<file path="config.mk">
export PLATFORM = sky130hd
export DESIGN_NAME = paddle_pos_ctrl
export DESIGN_NICKNAME = d
export VERILOG_FILES = /design/src/rtl/paddle_pos_ctrl.sv
export SDC_FILE = /design/constraint.sdc
export NUM_CORES = 1
export LEC_CHECK = 0
export CAP_MARGIN = 20
export CORE_MARGIN = 2
export CORE_UTILIZATION = 55
export DETAILED_ROUTE_END_ITERATION = 7
export PLACE_DENSITY = 0.88
export SLEW_MARGIN = 20
export SYNTH_ARGS = -nofsm -noshare
export SYNTH_HDL_FRONTEND = slang
export SYNTH_SLANG_ARGS = --single-unit
export TNS_END_PERCENT = 10
</file>
<file path="constraint.sdc">
create_clock -name clk -period 3.4 [get_ports clk]
set_clock_uncertainty 0.05 [all_clocks]
set_input_delay 0.68 -clock clk [delete_from_list [all_inputs] [get_ports clk]]
set_output_delay 0.68 -clock clk [all_outputs]
set_load 0.01 [all_outputs]
</file>
<file path="src/rtl/paddle_pos_ctrl.sv">
// Paddle/cursor position controller: synchronises and debounces two active-low buttons,
// then drives a bounded, saturating position counter with slow/fast auto-repeat on tick.
module paddle_pos_ctrl #(
    parameter int WIDTH        = 10,
    parameter int MIN_POS      = 15,
    parameter int MAX_POS      = 624,
    parameter int RESET_POS    = 320,
    parameter int STEP         = 1,
    parameter int FAST_STEP    = 4,
    parameter int HOLD_TICKS   = 8,
    parameter int DEBOUNCE_CYC = 16
) (
    input  logic             clk,
    input  logic             rst_n,
    input  logic             pb_r_n,
    input  logic             pb_l_n,
    input  logic             tick,
    input  logic             load,
    input  logic [WIDTH-1:0] load_val,
    output logic [WIDTH-1:0] pos,
    output logic [1:0]       dir,
    output logic             at_min,
    output logic             at_max,
    output logic             moving
);

    localparam int DBW = $clog2(DEBOUNCE_CYC + 1);
    localparam int HW  = $clog2(HOLD_TICKS + 1);

    localparam logic [WIDTH-1:0] MIN_V   = WIDTH'(MIN_POS);
    localparam logic [WIDTH-1:0] MAX_V   = WIDTH'(MAX_POS);
    localparam logic [WIDTH-1:0] RST_V   = WIDTH'(RESET_POS);
    localparam logic [WIDTH:0]   MIN_W1  = (WIDTH+1)'(MIN_POS);
    localparam logic [WIDTH:0]   MAX_W1  = (WIDTH+1)'(MAX_POS);
    localparam logic [WIDTH:0]   STEP_V  = (WIDTH+1)'(STEP);
    localparam logic [WIDTH:0]   FSTEP_V = (WIDTH+1)'(FAST_STEP);

    localparam logic [1:0] DIR_L = 2'b00;
    localparam logic [1:0] DIR_R = 2'b01;
    localparam logic [1:0] DIR_H = 2'b10;

    typedef enum logic [1:0] {IDLE, SLOW, FAST} state_t;

    // index 0 = right button, index 1 = left button
    logic [1:0]     raw;
    logic [1:0]     s1;
    logic [1:0]     s2;
    logic [1:0]     db;
    logic [DBW-1:0] db_cnt [2];

    state_t          state, state_n;
    logic [HW-1:0]   hold, hold_n;
    logic [WIDTH-1:0] pos_n;
    logic [1:0]      dir_n, dir_prev;
    logic            press_r, press_l, rev;
    logic [WIDTH:0]  step_v, up_full, dn_full;
    logic [WIDTH-1:0] pos_up, pos_dn, pos_mv, pos_ld;

    assign raw = {pb_l_n, pb_r_n};

    always_ff @(posedge clk or negedge rst_n) begin
        if (!rst_n) begin
            s1 <= 2'b11;
            s2 <= 2'b11;
        end else begin
            s1 <= raw;
            s2 <= s1;
        end
    end

    // A new level is accepted only after DEBOUNCE_CYC consecutive disagreeing samples.
    always_ff @(posedge clk or negedge rst_n) begin
        if (!rst_n) begin
            db <= 2'b11;
            for (int i = 0; i < 2; i++) db_cnt[i] <= '0;
        end else begin
            for (int i = 0; i < 2; i++) begin
                if (s2[i] == db[i]) begin
                    db_cnt[i] <= '0;
                end else if (db_cnt[i] == DBW'(DEBOUNCE_CYC - 1)) begin
                    db[i]     <= s2[i];
                    db_cnt[i] <= '0;
                end else begin
                    db_cnt[i] <= db_cnt[i] + DBW'(1);
                end
            end
        end
    end

    assign press_r = ~db[0];
    assign press_l = ~db[1];

    always_comb begin
        dir_n = DIR_H;
        if (press_l && !press_r && (pos > MIN_V))
            dir_n = DIR_L;
        else if (press_r && !press_l && (pos < MAX_V))
            dir_n = DIR_R;
    end

    // Reversal drops back to slow speed, so that tick uses the small step.
    assign rev    = (dir != DIR_H) && (dir_prev != DIR_H) && (dir != dir_prev);
    assign step_v = (state == FAST && !rev) ? FSTEP_V : STEP_V;

    // One extra bit so neither direction can wrap before the clamp.
    assign up_full = {1'b0, pos} + step_v;
    assign dn_full = {1'b0, pos} - step_v;
    assign pos_up  = (up_full > MAX_W1) ? MAX_V : up_full[WIDTH-1:0];
    assign pos_dn  = (dn_full[WIDTH] || (dn_full < MIN_W1)) ? MIN_V : dn_full[WIDTH-1:0];
    assign pos_mv  = (dir == DIR_R) ? pos_up : pos_dn;
    assign pos_ld  = (load_val < MIN_V) ? MIN_V : ((load_val > MAX_V) ? MAX_V : load_val);

    always_comb begin
        state_n = state;
        hold_n  = hold;
        pos_n   = pos;
        if (load) begin
            pos_n   = pos_ld;
            state_n = IDLE;
            hold_n  = '0;
        end else if (dir == DIR_H) begin
            state_n = IDLE;
            hold_n  = '0;
        end else begin
            case (state)
                IDLE: begin
                    state_n = SLOW;
                    hold_n  = '0;
                end
                default: begin
                    if (rev) begin
                        state_n = SLOW;
                        hold_n  = '0;
                        if (tick) pos_n = pos_mv;
                    end else if (tick) begin
                        pos_n = pos_mv;
                        if (state == SLOW) begin
                            hold_n = hold + HW'(1);
                            if (hold == HW'(HOLD_TICKS - 1)) state_n = FAST;
                        end
                    end
                end
            endcase
        end
    end

    always_ff @(posedge clk or negedge rst_n) begin
        if (!rst_n) begin
            state    <= IDLE;
            hold     <= '0;
            pos      <= RST_V;
            dir      <= DIR_H;
            dir_prev <= DIR_H;
        end else begin
            state    <= state_n;
            hold     <= hold_n;
            pos      <= pos_n;
            dir      <= dir_n;
            dir_prev <= dir;
        end
    end

    assign at_min = (pos == MIN_V);
    assign at_max = (pos == MAX_V);
    assign moving = (state != IDLE);

endmodule

</file>
==> metrics.md <==
| Metric | Value |
|---|---|
| Yosys synthesis warning count | 0 |
| Antenna violations before repair | 0 |
| Sequential fraction of the synthesis area | 34.9% |
| R2r endpoint | pos[3]$_DFFE_PN0P_ |
| Worst-path clk slew | 0.07 ns |
| Place WS | 0.127 ns |
| Setup WS post-layout | 0.108 ns |
| Yosys reg bits | 36 |
| Type of the worst setup path | flip-flop to flip-flop |
| CTS tree | built |
| Top post-synthesis cells by area | dfrtp_1 25%, dfstp_2 10%, ha_1 4.8% |
| IO Port Bufs | 30 |
| CP Capture Type | flip-flop |
| P per Cell Area | 364 nW/um^2 |
| Initial Utilization | 56.1% |
| Max Clk Rate | 304 MHz |
| Syn_area_per_cell | 8.57 um^2 |
| Hold-fix buffers, CTS | 0 |
| Max incr delay on CP | 0.61 ns |
| CTS H-tree lvls | 2 |
| Ys async rst share | 100% |
| Congestion Overflow GR | 0 |
| Yosys cell types | 61 |
| Mapped Area | 2610 um^2 |
| Comb power frac | 28.2% |
| Number of global-route vias before repair | 2311 |
| Vias per cell | 6.46 |
| Sequential fraction of design power | 45.4% |
| Peak supply drop | 0.000307 V |
| Die Y | 72.9 um |
| Commonest cells after routing, fill and taps aside | 30 x clkdlybuf4s50_1, 27 x nor2_1, 26 x dfrtp_1 |
| Setup TNS | 0 ns |
| WL final | 6890 um |
| Num CTS Buffers | 5 |
| Hold Path Class | flip-flop to flip-flop |
| Root Buffer | clkbuf_8 |
| Post-route antenna net violation count | 0 |
| Fin area | 3100 um^2 |
| Hpwl dp | 4980 um |
| DRT Pass-1 Iters | 6 |
| Hold Crit Depth | 0 |
| Final setup fails | 0 |
| DP Area | 2980 um^2 |
| Share of cells above drive strength 1 | 13.2% |
| Hold path start | s1[1]$_DFF_PN1_ |
| Area Growth Syn to Fin | 18.5% |
| Min cycle time layout | 3.29 ns |
| Total global routing track utilization | 26.9% |
| WHS Endpoint | s2[1]$_DFF_PN1_ |
| Worst setup SP type | flip-flop |
| Final Hold Vio Count | 0 |
| Worst path slowest cell | dfstp_2 |
| Fin crit share | 96.8% |
| Synth area leader | dfrtp_1 |
| Vias post-DR | 2547 |
| N_diodes | 0 |
| Cells after Synth | 305 |
| Sink Count | 36 |
| R2R cell count | 12 |
| Status | complete, no violations |
| # rows | 25 |
| Wire per inst | 17.5 um |
| Chip Width | 72.9 um |
| Power Total | 1.13 mW |
| Commonest non-fill, non-tap cell in the layout | clkdlybuf4s50_1 |
| Deepest clock path buffer count | 2 |
| Max-cap violations | 0 |
| Worst slew margin | 60.1% |
| Mapped Nets | 331 |
| Placer Congestion | 0.984 |
| Largest net degree at the start of global routing | 37 |
| Worst Path Max Fanout | 8 |
| NetSw | 385 uW |
| Drc violations | 0 |
| Latest clock arrival within the worst-skew pair | 0.29 ns |
| Slew @ Worst Pin | 0.598 ns |
| Setup slack, reg-to-reg | 0.11 ns |
| Clock power frac | 26.4% |
| Sw Share | 34.1% |
| DIE AREA | 5320 um^2 |
| Synth Flop Type | dfrtp_1 |
| Crit Reg-Reg Startpoint | dir[1]$_DFF_PN1_ |
| LEAKAGE | 1.26 nW |
| Worst path cell trace | nand2b_4, xnor2_1, nand3b_1, ha_2, ha_1, nor2b_1, o21a_4, o311a_1, nor4_4, buf_4, a21oi_1, o211ai_1 |
| Top Family by Delay on Critical Path | simple AND/OR/NAND/NOR gates |
| Final slew viol count | 0 |
| Crit path from | dir[1]$_DFF_PN1_ |
| Crit path arrival time | 3.44 ns |
| Int Pwr | 743 uW |
| First-pass GRT wire length | 11000 um |
| Initial DRC count | 283 |
| Post-layout nets | 365 |
| Worst path bufs/invs | 1 |
| Post-synth EDFFs | 0 |
| Top cell type's share of synthesized area | 24.9% |
| IO Pins | 31 |
| Worst path required time | 3.55 ns |
| Placeable Area | 4660 um^2 |
-- worst max path at each step --
stage	endpoint	slack, ns	cells after the start
floorplan	pos[0]$_DFFE_PN0P_	0.35	11
global placement	pos[0]$_DFFE_PN0P_	0.23	11
detailed placement	pos[0]$_DFFE_PN0P_	0.13	11
CTS	pos[0]$_DFFE_PN0P_	0.05	11
global route	pos[0]$_DFFE_PN0P_	-0.02	12
finish	pos[3]$_DFFE_PN0P_	0.11	12
-- layout make-up --
cell class,count,area (um^2)
clock buffer,7,76.3
clock inverter,1,8.76
fill,397,1560
inverter,12,45.0
multi-input combinational,243,1600
sequential,36,913
tap,54,67.6
timing repair buffer,41,383
-- registers in the layout (all words and copies together) (netlist names) --
| register | flops |
|---|---|
| s1 | 2 |
| hold | 4 |
| dir_prev | 2 |
| db_cnt | 10 |
| s2 | 2 |
| pos | 10 |
| dir | 2 |
| db | 2 |
| state | 2 |
-- stage by stage --
stage	hold slack [ns]	util (%)	std cells
6_report	0.308	66.4	394
4_1_cts	0.309	65.8	392
2_1_floorplan	0.295	-	305
3_3_place_gp	0.297	63.9	384
3_5_place_dp	0.298	63.9	384
5_1_grt	0.311	66.4	394
-- routing by layer --
| metal | GRT usage [%] | wire length (um) |
|---|---|---|
| met5 | 0 | 0 |
| met2 | 41.6 | 3220 |
| met1 | 36.9 | 3010 |
| met3 | 7.04 | 541 |
| met4 | 8.44 | 121 |
-- cell families (layout without fill, tap and decap cells) --
kind of cell             after synthesis  in the layout  synth area share (%)
multiplexers                           4              4                  1.58
buffers and inverters                 26             61                  4.36
flip-flops                            36             36                  34.9
AO/OA/AOI/OAI                         85             85                  22.2
XOR/XNOR                              13             13                  4.36
adder cells (fa/ha/maj)               10             10                  4.79
AND/OR/NAND/NOR                      131            131                  27.8
-- power by group through the flow --
stage	Combinational, mW	Clock, mW	Sequential, mW
4_1_cts	0.309	0.306	0.508
3_5_place_dp	0.307	0	0.516
3_3_place_gp	0.300	0	0.516
5_1_grt	0.345	0.324	0.516
6_report	0.318	0.297	0.512
2_1_floorplan	0.219	0	0.491
-- synth_stat cells, types with 5 or more instances --
master	number
inv_1	11
nor4_1	7
dfstp_2	10
xnor2_1	5
dfrtp_1	26
a31oi_1	6
clkbuf_1	7
o21ai_0	17
xor2_1	8
nor2_1	27
nand2b_1	9
ha_1	10
nand3_1	16
nor3_1	7
and2_1	6
nand4_1	9
nand2_1	22
a21oi_1	23
-- repair_timing --
item                       4_1_cts  5_1_grt
buffers inserted                 0        2
resized for setup                0        4
setup endpoints to repair        0        4
No activity file was read; power rests on OpenSTA's default activity.
